==> src/rtl/wb_regfile_if.sv <==
// Writeback-to-regfile bus: W-stage write port, two decode read ports and debug taps.
// The pipeline side drives through master; the register file takes slave.
interface wb_regfile_if #(
    parameter int DATA_WIDTH = 32,
    parameter int CNT_WIDTH  = 16
);
    logic                  RegWriteW;
    logic [4:0]            RdW;
    logic [DATA_WIDTH-1:0] ResultW;
    logic [4:0]            A1;
    logic [4:0]            A2;
    logic [DATA_WIDTH-1:0] RD1;
    logic [DATA_WIDTH-1:0] RD2;
    logic [4:0]            DbgAddr;
    logic [DATA_WIDTH-1:0] DbgData;
    logic [31:0]           WrittenMap;
    logic [CNT_WIDTH-1:0]  WrCount;

    modport master (
        output RegWriteW, RdW, ResultW, A1, A2, DbgAddr,
        input  RD1, RD2, DbgData, WrittenMap, WrCount
    );

    modport slave (
        input  RegWriteW, RdW, ResultW, A1, A2, DbgAddr,
        output RD1, RD2, DbgData, WrittenMap, WrCount
    );
endinterface

==> src/rtl/wb_regfile.sv <==
// Architectural register file x0..x31 with optional same-cycle write-through on the
// decode read ports, plus a written-register bitmap and a saturating commit counter.
module wb_regfile #(
    parameter int                    DATA_WIDTH = 32,
    parameter logic [DATA_WIDTH-1:0] SP_INIT    = 'h1FC,
    parameter bit                    BYPASS     = 1'b1,
    parameter int                    CNT_WIDTH  = 16
) (
    input  logic         clk,
    input  logic         rst_n,
    wb_regfile_if.slave  bus
);

    logic [DATA_WIDTH-1:0] regs [1:31];
    logic [DATA_WIDTH-1:0] rf   [32];
    logic [31:1]           written;
    logic [CNT_WIDTH-1:0]  wr_count;
    logic                  commit;
    logic                  bypass1;
    logic                  bypass2;

    // x0 is not storage: a write to it is simply never committed.
    assign commit = bus.RegWriteW && (bus.RdW != 5'd0);

    // NOTE: the register array sits on the async reset because x2 must come out of
    // reset as the stack pointer and readers see reset contents combinationally.
    // NOTE: every state element here uses <= so all updates land together on the edge.
    always_ff @(posedge clk or negedge rst_n) begin
        if (!rst_n) begin
            for (int i = 1; i < 32; i++) regs[i] <= (i == 2) ? SP_INIT : '0;
            written  <= '0;
            wr_count <= '0;
        end else if (commit) begin
            regs[bus.RdW]    <= bus.ResultW;
            written[bus.RdW] <= 1'b1;
            if (wr_count != '1) wr_count <= wr_count + CNT_WIDTH'(1);
        end
    end

    // NOTE: rf is fully assigned on every pass, so no latch is inferred.
    always_comb begin
        rf[0] = '0;
        for (int i = 1; i < 32; i++) rf[i] = regs[i];
    end

    // commit already excludes x0, so a matching address is never x0 here.
    assign bypass1 = BYPASS && commit && (bus.RdW == bus.A1);
    assign bypass2 = BYPASS && commit && (bus.RdW == bus.A2);

    assign bus.RD1        = bypass1 ? bus.ResultW : rf[bus.A1];
    assign bus.RD2        = bypass2 ? bus.ResultW : rf[bus.A2];
    assign bus.DbgData    = rf[bus.DbgAddr];
    assign bus.WrittenMap = {written, 1'b0};
    assign bus.WrCount    = wr_count;

endmodule

==> src/flat_wrapper.sv <==
// flat-port wrapper written by rule: the top's interface ports become plain ports
module wb_regfile_flat 
#(
    parameter int                    DATA_WIDTH = 32,
    parameter logic [DATA_WIDTH-1:0] SP_INIT    = 'h1FC,
    parameter bit                    BYPASS     = 1'b1,
    parameter int                    CNT_WIDTH  = 16
)
  (clk, rst_n, bus_RegWriteW, bus_RdW, bus_ResultW, bus_A1, bus_A2, bus_DbgAddr, bus_RD1, bus_RD2, bus_DbgData, bus_WrittenMap, bus_WrCount);
  wb_regfile_if #(.DATA_WIDTH(DATA_WIDTH), .CNT_WIDTH(CNT_WIDTH)) bus_i ();
  input  logic clk;
  input  logic rst_n;
  input wire logic [$bits(bus_i.RegWriteW)-1:0] bus_RegWriteW;
  input wire logic [$bits(bus_i.RdW)-1:0] bus_RdW;
  input wire logic [$bits(bus_i.ResultW)-1:0] bus_ResultW;
  input wire logic [$bits(bus_i.A1)-1:0] bus_A1;
  input wire logic [$bits(bus_i.A2)-1:0] bus_A2;
  input wire logic [$bits(bus_i.DbgAddr)-1:0] bus_DbgAddr;
  output wire logic [$bits(bus_i.RD1)-1:0] bus_RD1;
  output wire logic [$bits(bus_i.RD2)-1:0] bus_RD2;
  output wire logic [$bits(bus_i.DbgData)-1:0] bus_DbgData;
  output wire logic [$bits(bus_i.WrittenMap)-1:0] bus_WrittenMap;
  output wire logic [$bits(bus_i.WrCount)-1:0] bus_WrCount;
  assign bus_i.RegWriteW = bus_RegWriteW;
  assign bus_i.RdW = bus_RdW;
  assign bus_i.ResultW = bus_ResultW;
  assign bus_i.A1 = bus_A1;
  assign bus_i.A2 = bus_A2;
  assign bus_i.DbgAddr = bus_DbgAddr;
  assign bus_RD1 = bus_i.RD1;
  assign bus_RD2 = bus_i.RD2;
  assign bus_DbgData = bus_i.DbgData;
  assign bus_WrittenMap = bus_i.WrittenMap;
  assign bus_WrCount = bus_i.WrCount;
  wb_regfile #(.DATA_WIDTH(DATA_WIDTH), .SP_INIT(SP_INIT), .BYPASS(BYPASS), .CNT_WIDTH(CNT_WIDTH)) u_core (.clk(clk), .rst_n(rst_n), .bus(bus_i));
endmodule
==> config.mk <==
export PLATFORM = sky130hd
export DESIGN_NAME = wb_regfile_flat
export DESIGN_NICKNAME = d
export VERILOG_FILES = /design/src/rtl/wb_regfile_if.sv /design/src/rtl/wb_regfile.sv /design/src/flat_wrapper.sv
export SDC_FILE = /design/constraint.sdc
export NUM_CORES = 2
export LEC_CHECK = 0
export BUFFER_PORTS_ARGS = -buffer_cell sky130_fd_sc_hd__buf_2
export CAP_MARGIN = 20
export CORE_UTILIZATION = 64
export DETAILED_ROUTE_END_ITERATION = 16
export GPL_TIMING_DRIVEN = 0
export HOLD_SLACK_MARGIN = 0.15
export PLACE_DENSITY = 0.85
export SLEW_MARGIN = 20
export SYNTH_ARGS = -nofsm -noshare
export SYNTH_HDL_FRONTEND = slang
export SYNTH_SLANG_ARGS = --single-unit
==> constraint.sdc <==
create_clock -name clk -period 2.8 [get_ports clk]
set_input_delay 0.28 -clock clk [delete_from_list [all_inputs] [get_ports clk]]
set_output_delay 0.28 -clock clk [all_outputs]
set_load 0.02 [all_outputs]
[Yosys cells after proc, flatten, opt, wreduce, memory -nomap -nowiden]
Index checks and enable logic that the tools add are counted.
Storage, ports and cells
  memories: 0
  latch bits: 0
  memory bits (read-only): 0
  input port bits: 55
  logic and storage cells: 72
  register bits: 1039
  RAM bits: 0
Cells by class
  add/subtract/negate cells: 1
  divide/modulo/power cells: 0
  shifts and indexed selects: 0
  eq/ne operators: 3
  bitwise gates (word level): 5
  $mul: 0
  $lt $le $gt $ge: 7
  muxes and demuxes: 16
  reduce and logical (&&, ||, !) cells: 7
Operators by type and width (count)
  $bwmux W992: 1
  $bmux W32 S5: 3
  $mux W32: 9
  $demux W32 S5: 1
  $or A31 B31 Y31: 1
  $ge A6 B6 Y1 const B: 4
  $not A5 Y6: 4
  $add A16 B1 Y16 const B: 1
  $ne A16 B16 Y1 const B: 1
  $eq A5 B5 Y1: 2
  $lt A5 B6 Y1 const B: 1
  $lt A6 B1 Y1 const B: 1
  $demux W1 S5: 1
  $ge A5 B1 Y1 const B: 1
  $logic_and A1 B1 Y1: 5
  $reduce_bool A5 Y1: 1
  $reduce_and A2 Y1: 1
  $mux W1: 1

[Depth between registers and ports, before layout]
  word-level depth: 6
  gate-level depth with buffers: 9

[Least setup slack after synthesis]
Ideal clock, no wire load.
  path type: input -> output
  from: in bus_A1[0]
  to: out bus_RD1[0]
  data arrival time: 2188 ps
  stages: 9
  path slack: 332 ps
  required time: 2520 ps
  buffers on the path: 4
  path through: clkbuf_1 buf_2 buf_2 nor2b_1 clkbuf_1 a221oi_1 a221oi_1 o22ai_1 o21ai_0
Between the ends
  word-level cells in the longest chain between the ends: 5
  elaborated cells on any way between the ends: 7
  classes of those cells: 1 x eq/ne; 4 x mux; 1 x bitwise; 1 x reduce/logical
RTL lines
  start, declared: RTL line flat_wrapper.sv:16  | input wire logic [$bits(bus_i.A1)-1:0] bus_A1;
  $not A5 Y6 (implied by the code): RTL line wb_regfile.sv:50  | assign bus.RD1 = bypass1 ? bus.ResultW : rf[bus.A1];
  $bmux W32 S5: RTL line wb_regfile.sv:50
  $mux W32 (implied by the code) (2 in series): RTL line wb_regfile.sv:50
  $mux W32 *: RTL line wb_regfile.sv:50
  end, declared: RTL line flat_wrapper.sv:19  | output wire logic [$bits(bus_i.RD1)-1:0] bus_RD1;
Every way passes the cells marked *; elsewhere a longest branch is shown, timed or not. The select of a mux whose other input is x is not followed.

[Worst setup path in the final report]
  from: in bus_DbgAddr[3]
  to: out bus_DbgData[0]
Between the ends
  word-level cells in the longest chain between the ends: 4
RTL lines
  start, declared: RTL line flat_wrapper.sv:18  | input wire logic [$bits(bus_i.DbgAddr)-1:0] bus_DbgAddr;
  $not A5 Y6 (implied by the code): RTL line wb_regfile.sv:52  | assign bus.DbgData = rf[bus.DbgAddr];
  $bmux W32 S5: RTL line wb_regfile.sv:52
  $mux W32 (implied by the code) (2 in series): RTL line wb_regfile.sv:52
  end, declared: RTL line flat_wrapper.sv:21  | output wire logic [$bits(bus_i.DbgData)-1:0] bus_DbgData;
No other way between the ends. The select of a mux whose other input is x is not followed.

==> run_results.csv <==
group,metric,value,unit
run_status,outcome,"finished with violations",
run_status,violations,"setup timing",
sta,worstMarginPinSlew,1.29,ns
worst_setup_path,cp_max_fo,10,
global_routing,gr-total-overflow,0,
final_layout,fillers,5271,
cts,cts_sinks,1039,
sta,setup_slack,-0.287,ns
sta,slew_headroom,14.0,%
global_routing,busiest_layer,"met2",
sta,hold_viol,0,
sta,setup_viol,95,
die,initial_utilization,64.9,%
synth,synth_nets,4261,
cts,clk_pin_slew_worst_paths,0.06,ns
routing,vias,51800,
final_layout,area_growth,17.8,%
global_routing,grt_pass1_wl,362,mm
sta,final_max_slew_viol_count,0,
synth,ys_ff_latch,1039,
cts,clock_latency,0.72,ns
synth,ys_warn_count,0,
final_layout,drive_gt1_share,62.1,%
worst_setup_path,cp_data_arrival_time,2.81,ns
worst_setup_path,worstPathRequired,2.52,ns
sta,period_needed,3.09,ns
worst_setup_path,worstSetupStartpointType,"input pin",
synth,seq_area_frac_synth,41.2,%
placed_design,gp_congestion,1.05,
placed_design,dp_hpwl,168,mm
hold_path,hold_class,"in -> async",
cts,cts_tree,"done",
power_and_ir_drop,peakVddDrop,0.791,mV
final_layout,fin_util,76.5,%
synth,postSynthAreaPerCell,15.0,µm²
job,maxCapViolCount,0,
routing,drt_iter0_markers,10800,
power_and_ir_drop,p_leak,31.8,nW
global_routing,grt_max_degree,137,
synth,synthArstFlopShare,100,%
routing,postRouteWirelength,262,mm
routing,drc,0,
power_and_ir_drop,power.density,717,nW/µm²
sta,fin_skew,0.00221,ns
global_routing,grt_use_met3,31.8,%
worst_setup_path,end_kind,"primary output",
cts,numCtsBuffers,113,
global_routing,grt.met2_usage,69.6,%
cts,h-tree-depth,3,
synth,syn_area,63100,µm²
cts,clock-root-buffer,"clkbuf_16",
global_routing,antenna_found_initial,19,
routing,avgViaCountPerCell,8.48,
global_routing,use_met1,61.4,%
global_routing,grt_pass1_vias,50900,
routing,antenna_left,0,
die,die-area,99800,µm²
global_routing,grt_usage,52.4,%
routing,wl_per_cell,42.9,µm
sta,max_freq,0.324,GHz
synth,synth_edf_count,0,
synth,postSynthCellCount,4205,
placed_design,dpl_worst_slack,-1.56,ns
placed_design,port-buffer-count,184,
die,num_rows,114,
routing,firstDrtPassIters,12,
sta,rsz0062_at_grt,"yes",
sta,finalCritPeriodShare,110,%
worst_setup_path,path_class,"in -> out",
synth,synth-main-ff-cell,"dfrtp_1",
final_layout,layout.nets,4764,
die,io_pins,199,
synth,synth_cell_types,51,
cts,cts.path.max_buffers,3,
die,die_y,316,µm
die,chipWidth,316,µm
sta,setup-tns-final,-13.57,ns
die,core,97100,µm²
state kept, by name (all words and copies together), names as in the netlist:
register            cells
u_core.bus.WrCount     16
u_core.regs           992
u_core.written         31
cells by family (layout without fill, tap and decap cells):
logic type / Yosys count / after routing / synth area share (%)
multiplexers: 1992 / 1992 / 48.4
flip-flops: 1039 / 1039 / 41.2
buffers and inverters: 488 / 1091 / 3.45
AND/OR/NAND/NOR: 348 / 348 / 2.87
AO/OA/AOI/OAI: 313 / 313 / 3.67
XOR/XNOR: 23 / 23 / 0.319
adder cells (fa/ha/maj): 1 / 1 / 0.0198
other: 1 / 24 / 0.00595
layer usage:
layer  share of wire, %  routed length (µm)
met5               0.36                 945
met4                 10               26900
met3                 19               49900
met2                 40              105000
met1                 30               79500
synth_stat cells, types with 32 or more instances:
cell type / instances / area [µm²]
a22o_1: 32 / 280
mux4_2: 728 / 16400
a221oi_1: 93 / 815
mux2_2: 1182 / 13300
clkbuf_1: 198 / 743
or3_1: 32 / 200
buf_1: 104 / 390
nand2_1: 68 / 255
dfrtp_1: 1032 / 25800
nor3_1: 61 / 305
o22ai_1: 94 / 588
mux2i_1: 82 / 821
nor2_1: 69 / 259
buf_2: 149 / 746
cell type report:
class                      instances  area (µm²)  share of cell area [%]
inverter                           1        3.75                 0.00505
tap                             1276        1600                    2.15
sequential                      1039       26000                    35.0
clock inverter                    61         810                    1.09
multi-input combinational       2678       36200                    48.7
buffer                           485        3380                    4.55
antenna                           23        57.6                  0.0775
clock buffer                     154        3180                    4.28
timing repair buffer             390        3090                    4.16
worst paths after layout:
path	from	endpoint	slack, ns	depth (start not counted)
max reg2reg	u_core.bus.WrCount[10]$_DFFE_PN0P_	u_core.bus.WrCount[1]$_DFFE_PN0P_	0.79	4
max in group asynchronous	rst_n	u_core.regs[498]$_DFFE_PN0P_	0.89	4
min reg2reg	u_core.written[12]$_DFFE_PN0P_	u_core.written[12]$_DFFE_PN0P_	0.46	1
min	rst_n	u_core.bus.WrCount[11]$_DFFE_PN0P_	0.14	2
max	bus_DbgAddr[3]	bus_DbgData[0]	-0.29	5
min in group clk	bus_RegWriteW	u_core.bus.WrCount[2]$_DFFE_PN0P_	0.17	4
report_power, final:
| group | internal (mW) | leakage [nW] | switching (mW) |
|---|---|---|---|
| Sequential | 18.0 | 13.2 | 3.07 |
| Combinational | 8.65 | 16.6 | 7.12 |
| Clock | 9.55 | 1.95 | 6.87 |
| Total | 36.2 | 31.8 | 17.1 |
critical path: stages:
cell,delay (ns)
clkdlybuf4s15_1,0.81
clkbuf_2,0.65
mux4_2,0.54
mux2_4,0.36
buf_6,0.15
per-stage QoR:
| step | hold WS [ns] | total power [mW] | instances | area, µm² |
|---|---|---|---|---|
| after floorplan | -0.0156 | 29.6 | 4205 | 63100 |
| after global placement | 0.445 | 33.4 | 5665 | 65600 |
| after detailed placement | 0.288 | 34.1 | 5673 | 65800 |
| after CTS | 0.159 | 51.4 | 6034 | 73000 |
| after global routing | 0.207 | 54.1 | 6090 | 74300 |
| final | 0.138 | 53.3 | 6107 | 74300 |
timing repair:
item                                   CTS  global route
buffers inserted                       113            50
pin swaps                               32            43
endpoints found under the hold margin  220             0
resized for setup                      712           210
hold buffers                            33             0
setup endpoints to repair               96            96
cells in the final DEF, fill, tap and decap left out, types with 30 or more instances in the layout:
cell type / count
clkbuf_2: 50
buf_2: 206
a22o_1: 32
nand2_1: 68
nor3_1: 35
a221oi_1: 72
clkbuf_1: 102
nor2_1: 68
o22ai_1: 79
dlygate4sd3_1: 33
mux2_2: 1147
mux4_2: 728
buf_1: 65
dfrtp_1: 1030
clkbuf_4: 38
clkbuf_8: 30
clkbuf_16: 114
buf_6: 112
mux2_4: 35
mux2i_1: 82
buf_4: 233
No activity file was read; power rests on OpenSTA's default activity.
